## config.mk

```make
export PLATFORM = sky130hd
export DESIGN_NAME = adiw_sbiw_seq
export DESIGN_NICKNAME = d
export VERILOG_FILES = /design/src/rtl/adiw_sbiw_seq_pkg.sv /design/src/rtl/adiw_sbiw_seq_flag_calc.sv /design/src/rtl/adiw_sbiw_seq.sv
export SDC_FILE = /design/constraint.sdc
export NUM_CORES = 1
export LEC_CHECK = 0
export CAP_MARGIN = 20
export CORE_MARGIN = 8
export CORE_UTILIZATION = 40
export CTS_BUF_LIST = sky130_fd_sc_hd__clkbuf_16
export DETAILED_ROUTE_END_ITERATION = 12
export PLACE_DENSITY = 0.8
export RECOVER_POWER = 50
export REMOVE_ABC_BUFFERS = 1
export SLEW_MARGIN = 20
export SYNTH_ARGS = -nofsm -noshare
export SYNTH_HDL_FRONTEND = slang
export SYNTH_SLANG_ARGS = --single-unit
```

## constraint.sdc

```tcl
create_clock -name cp2 -period 2.1 [get_ports cp2]
set_clock_uncertainty 0.1 [all_clocks]
set_input_delay 0.42 -clock cp2 [delete_from_list [all_inputs] [get_ports cp2]]
set_output_delay 0.42 -clock cp2 [all_outputs]
set_load 0.1 [all_outputs]
```

## src/rtl/adiw_sbiw_seq_pkg.sv

```systemverilog
// Shared types and helpers for the ADIW/SBIW word-op sequencer.
package adiw_pkg;

  typedef enum logic [1:0] {
    IDLE = 2'd0,
    EXEC = 2'd1,
    WB   = 2'd2
  } adiw_state_e;

  localparam int SREG_C = 0;
  localparam int SREG_Z = 1;
  localparam int SREG_N = 2;
  localparam int SREG_V = 3;
  localparam int SREG_S = 4;

  // Low register index of the selected pair (pairs are two registers apart).
  function automatic logic [4:0] pair_addr(input logic [1:0] sel, input int base);
    return 5'(base + 2 * int'(sel));
  endfunction

endpackage

```

## src/rtl/adiw_sbiw_seq_flag_calc.sv

```systemverilog
// SREG flag generation for the ADIW/SBIW result word.
module adiw_flag_calc
  import adiw_pkg::*;
(
  input  logic        rdh7_i,
  input  logic [15:0] res_i,
  input  logic        co_i,
  input  logic        sub_i,
  output logic [4:0]  sreg_o
);

  logic n, z, c, v;

  always_comb begin
    n = res_i[15];
    z = (res_i == 16'h0000);
    // SBIW runs as A + ~K + 1, so the adder carry is the inverse of the borrow.
    c = sub_i ? ~co_i : co_i;
    v = sub_i ? (rdh7_i & ~res_i[15]) : (~rdh7_i & res_i[15]);
    sreg_o         = '0;
    sreg_o[SREG_N] = n;
    sreg_o[SREG_Z] = z;
    sreg_o[SREG_C] = c;
    sreg_o[SREG_V] = v;
    sreg_o[SREG_S] = n ^ v;
  end

endmodule

```

## src/rtl/adiw_sbiw_seq.sv

```systemverilog
// Two-cycle ADIW/SBIW sequencer: drives the external 16-bit adder, captures
// its result and emits the register-pair write plus SREG update.
module adiw_sbiw_seq
  import adiw_pkg::*;
#(
  parameter int PAIR_BASE = 24,
  parameter int K_W       = 6
) (
  input  logic           cp2,
  input  logic           ireset,
  input  logic           hold_i,
  input  logic           kill_i,
  input  logic           start_i,
  input  logic           sub_i,
  input  logic [1:0]     pair_sel_i,
  input  logic [K_W-1:0] k_i,
  input  logic [15:0]    rd_pair_i,
  output logic [15:0]    add_a_o,
  output logic [15:0]    add_b_o,
  output logic           add_ci_o,
  input  logic [15:0]    add_s_i,
  input  logic           add_co_i,
  output logic           busy_o,
  output logic           wr_en_o,
  output logic [4:0]     wr_addr_o,
  output logic [15:0]    wr_data_o,
  output logic           sreg_we_o,
  output logic [4:0]     sreg_o
);

  adiw_state_e    state_q;
  logic           sub_q;
  logic [1:0]     sel_q;
  logic [K_W-1:0] k_q;
  logic [15:0]    rd_q;
  logic [15:0]    r_q;
  logic           co_q;
  logic [4:0]     flags;
  logic [15:0]    k_ext;
  logic           in_exec, in_wb;

  always_ff @(posedge cp2 or negedge ireset) begin
    if (!ireset) begin
      state_q <= IDLE;
      sub_q   <= 1'b0;
      sel_q   <= '0;
      k_q     <= '0;
      rd_q    <= '0;
      r_q     <= '0;
      co_q    <= 1'b0;
    end else if (kill_i) begin
      state_q <= IDLE;
    end else if (!hold_i) begin
      case (state_q)
        IDLE: if (start_i) begin
          sub_q   <= sub_i;
          sel_q   <= pair_sel_i;
          k_q     <= k_i;
          rd_q    <= rd_pair_i;
          state_q <= EXEC;
        end
        EXEC: begin
          r_q     <= add_s_i;
          co_q    <= add_co_i;
          state_q <= WB;
        end
        default: state_q <= IDLE;
      endcase
    end
  end

  adiw_flag_calc u_flags (
    .rdh7_i (rd_q[15]),
    .res_i  (r_q),
    .co_i   (co_q),
    .sub_i  (sub_q),
    .sreg_o (flags)
  );

  assign in_exec = (state_q == EXEC);
  assign in_wb   = (state_q == WB);
  assign k_ext   = 16'(k_q);

  // Adder sees zeros outside EXEC so it does not toggle on idle cycles.
  assign add_a_o  = in_exec ? rd_q : '0;
  assign add_b_o  = in_exec ? (sub_q ? ~k_ext : k_ext) : '0;
  assign add_ci_o = in_exec & sub_q;

  assign busy_o    = (state_q != IDLE);
  assign wr_en_o   = in_wb & ~kill_i;
  assign sreg_we_o = in_wb & ~kill_i;
  assign wr_addr_o = in_wb ? pair_addr(sel_q, PAIR_BASE) : '0;
  assign wr_data_o = in_wb ? r_q : '0;
  assign sreg_o    = in_wb ? flags : '0;

endmodule

```

==> summary.txt <==
Outcome
  – Status: complete, but fails checks
  – Failing checks: setup timing

Yosys
  – Ys flop type: dfrtp_1
  – Post-synthesis compound-gate area fraction: 0.6757%
  – Seq cells post-synth: 44
  – Syn Area/Cell: 12.14 um2
  – Synth cell types: 29
  – Post-synthesis xor/xnor area fraction: 2.759%
  – Mux contribution to synthesized area: 21.73%
  – Synth warnings: 0
  – Mapped cell area: 0.002222 mm2
  – Simple-Gate Fraction of Synth Area: 17.12%
  – Main combinational cell family by area after synthesis: multiplexers
  – Adder-cell area share of the yosys netlist: 0%
  – Post-synth ARST share: 100.0%
  – Register area share after synthesis: 49.55%
  – Cells after synthesis: 183
  – Post-synth EDFFs: 0

Critical path
  – Critical path arrival: 1640 ps
  – CP Launch Point: r_q[0]
  – CP max stage cell: or4_4
  – Worst path required time: 1580 ps
  – Startpoint types: flip-flop
  – Critical path's largest stage delay: around 540 ps
  – Max FO, Critical Path: 3
  – Cell Chain, Critical Path: or4_4 > nor3_4 > buf_12
  – RR Startpoint: state_q[1]
  – Crit Path Class: flip-flop to primary output
  – Buffers & Inverters on Critical Path: 1
  – Delay-heaviest family, CP: simple AND/OR/NAND/NOR gates
  – Endpoint class of the critical path: primary output

Drt
  – DRT Wirelength: 6568 um
  – DRT iter0 DRCs: 46
  – Drc violations: 0
  – Detailed-route wire length per cell: 17.85 um
  – Post-DR vias/cell: between 4 and 5
  – DRT Pass-1 Iters: 4
  – Antenna Violating Nets Remaining: 0
  – Total number of vias: 1,748

Timing
  – Fmax: around 460 MHz
  – Crit share post-route: 102.9%
  – Final worst slack: -61.00 ps
  – Worst Hold Slack: 276.1 ps
  – Final TNS setup: -61.00 ps
  – RSZ-0062 raised after global routing: yes
  – Slew headroom: 19.22%
  – Endpoints failing setup: 1
  – Hold Vio Cnt, Final: 0
  – Worst-Margin Slew: 1212 ps
  – Slew Viols, Final: 0
  – Min cycle time layout: 2161 ps

Finish
  – Ant. Diodes: 0
  – Area grow syn2layout: 88.23%
  – Final net count: 342
  – Non-Filler Instances: about 370
  – Share of cells above drive strength 1: between 50% and 60%
  – Fillers: 349

Global route
  – Remaining global-route overflow: 0
  – Initial antenna violation count: 0
  – GRT Overall Usage: 15.51%
  – Vias in the first global route: 1,864
  – Largest net degree at the start of global routing: 25
  – First-pass GRT wire length: 10,120 um

CTS
  – Htree depth: 2
  – Clk Tree Root Cell: clkbuf_16
  – Total clock sinks: 44
  – Clk pin slew, worst setup/hold paths: 60 ps
  – Skew-Pair Late Insertion Delay: between 200 and 300 ps
  – Max Root-Sink Buffers: 2
  – Total CTS buffers: 5
  – CTS tree: built

Pwr
  – Leak pwr: approximately 1.8 nW
  – Pwr dens: 758.5 mW/mm2
  – Peak VDD IR: 0.4953 mV
  – Overall power: 3.173 mW

Floorplan
  – Initial core utilization: 40.86%
  – Number of top-level pins: between 100 and 150
  – Num rows: 27
  – Core area: approximately 0.0054 mm2
  – Die Area: 0.008197 mm2
  – Chip width: between 90 and 100 um
  – DIE HEIGHT: 90.54 um

Placement
  – PortBufs: 107
  – Inst Count DP: 352
  – Place WS: ~80 ps
  – HPWL after DPL: 5140 um
  – Routability-driven placement congestion ratio: 0.7197

Min path
  – Worst Hold Class: input port to async pin

Run
  – Max_cap viols: 0
==> placed cells by master (no fill, tap or decap), types with 2 or more instances in the layout <==
cell type	Yosys	final
inv_1	1	2
nor2_1	9	9
dfrtp_2	0	2
and2_4	0	10
xnor2_1	7	7
buf_12	0	62
dfrtp_1	44	42
nor4_1	3	2
mux2_2	41	41
buf_4	15	13
clkdlybuf4s50_1	0	44
clkbuf_2	0	2
nand3b_1	2	2
clkbuf_16	0	6
and2_1	35	25
nand2_1	2	2
nor4_2	1	2
==> metrics by stage <==
| stage | utilization (%) | cell area, um2 |
|---|---|---|
| after floorplan | - | 2048 |
| after global placement | 72.72 | 3955 |
| after detailed placement | 72.72 | 3955 |
| after CTS | 76.01 | 4134 |
| after global routing | 76.90 | 4183 |
| final | 76.90 | 4183 |
==> what timing repair did <==
| item | CTS | global route |
|---|---|---|
| resized for setup | 8 | 16 |
| pin swaps | 0 | 3 |
| setup buffers | 2 | 5 |
| setup endpoints to repair | 31 | 35 |
| hold buffers | 0 | 0 |
| cloned | 0 | 1 |
==> cell usage after synthesis, drive strengths merged, types with 2 or more instances <==
library cell	n	area share, %
mux2	42	21
nand3b	2	0.68
clkbuf	2	0.34
nand2b	2	0.56
nor4	4	1.4
buf	20	7.5
nor2	9	1.5
nand2	3	0.62
a21oi	2	0.45
dfrtp	44	50
xnor2	7	2.8
nor3	2	0.96
and2	35	9.9
==> kinds of logic after synthesis <==
| kind of cell | Yosys count |
|---|---|
| compound gates | 3 |
| xor+xnor | 7 |
| buf+inv | 23 |
| flops | 44 |
| mux | 43 |
| other cells | 1 |
| simple gates | 62 |
==> metal layers <==
metal	vias to the layer above	global-route usage [%]	wire length [um]
li1	818	-	-
met1	866	15.57	2255
met2	57	28.50	3739
met3	7	5.736	468
met4	0	5.409	105
met5	-	0	0
==> path summary, 6_finish.rpt <==
| check | end | slack, ps | depth (start not counted) |
|---|---|---|---|
| setup / recovery | sreg_o[1] | -60 | 3 |
| hold / removal | r_q[6] | 280 | 1 |
| setup reg to reg | r_q[9] | 140 | 4 |
| hold reg to reg | rd_q[9] | 390 | 1 |
| max in group asynchronous | rd_q[13] | 440 | 2 |
| min in group cp2 | rd_q[9] | 390 | 1 |
==> worst reg2reg max path, cell delays in order, from the launching register on <==
cell and delay (ps):
dfrtp_2 440, nand2b_2 250, nor3_1 220, clkbuf_2 430, mux2_2 400
==> sequential cells by signal (all words and copies together) (netlist names) <==
register	count
sub_q	1
state_q	2
k_q	6
sel_q	2
rd_q	16
r_q	16
co_q	1
==> report_power, final <==
group	switching [mW]	internal, mW	total, mW
registers	0.146	1.06	1.21
clock network	0.291	0.427	0.719
logic	0.664	0.582	1.25
total	1.10	2.07	3.17
==> layout make-up <==
| type | count | area (um2) | area share [%] |
|---|---|---|---|
| clock buffer | 5 | 125.1 | 2.991 |
| clock inverter | 3 | 11.26 | 0.2692 |
| inverter | 1 | 3.754 | 0.08974 |
| multi-input combinational | 116 | 987.2 | 23.60 |
| sequential | 44 | 1104 | 26.38 |
| tap | 72 | 90.09 | 2.154 |
| timing repair buffer | 127 | 1862 | 44.51 |
No activity file was read; power rests on OpenSTA's default activity.
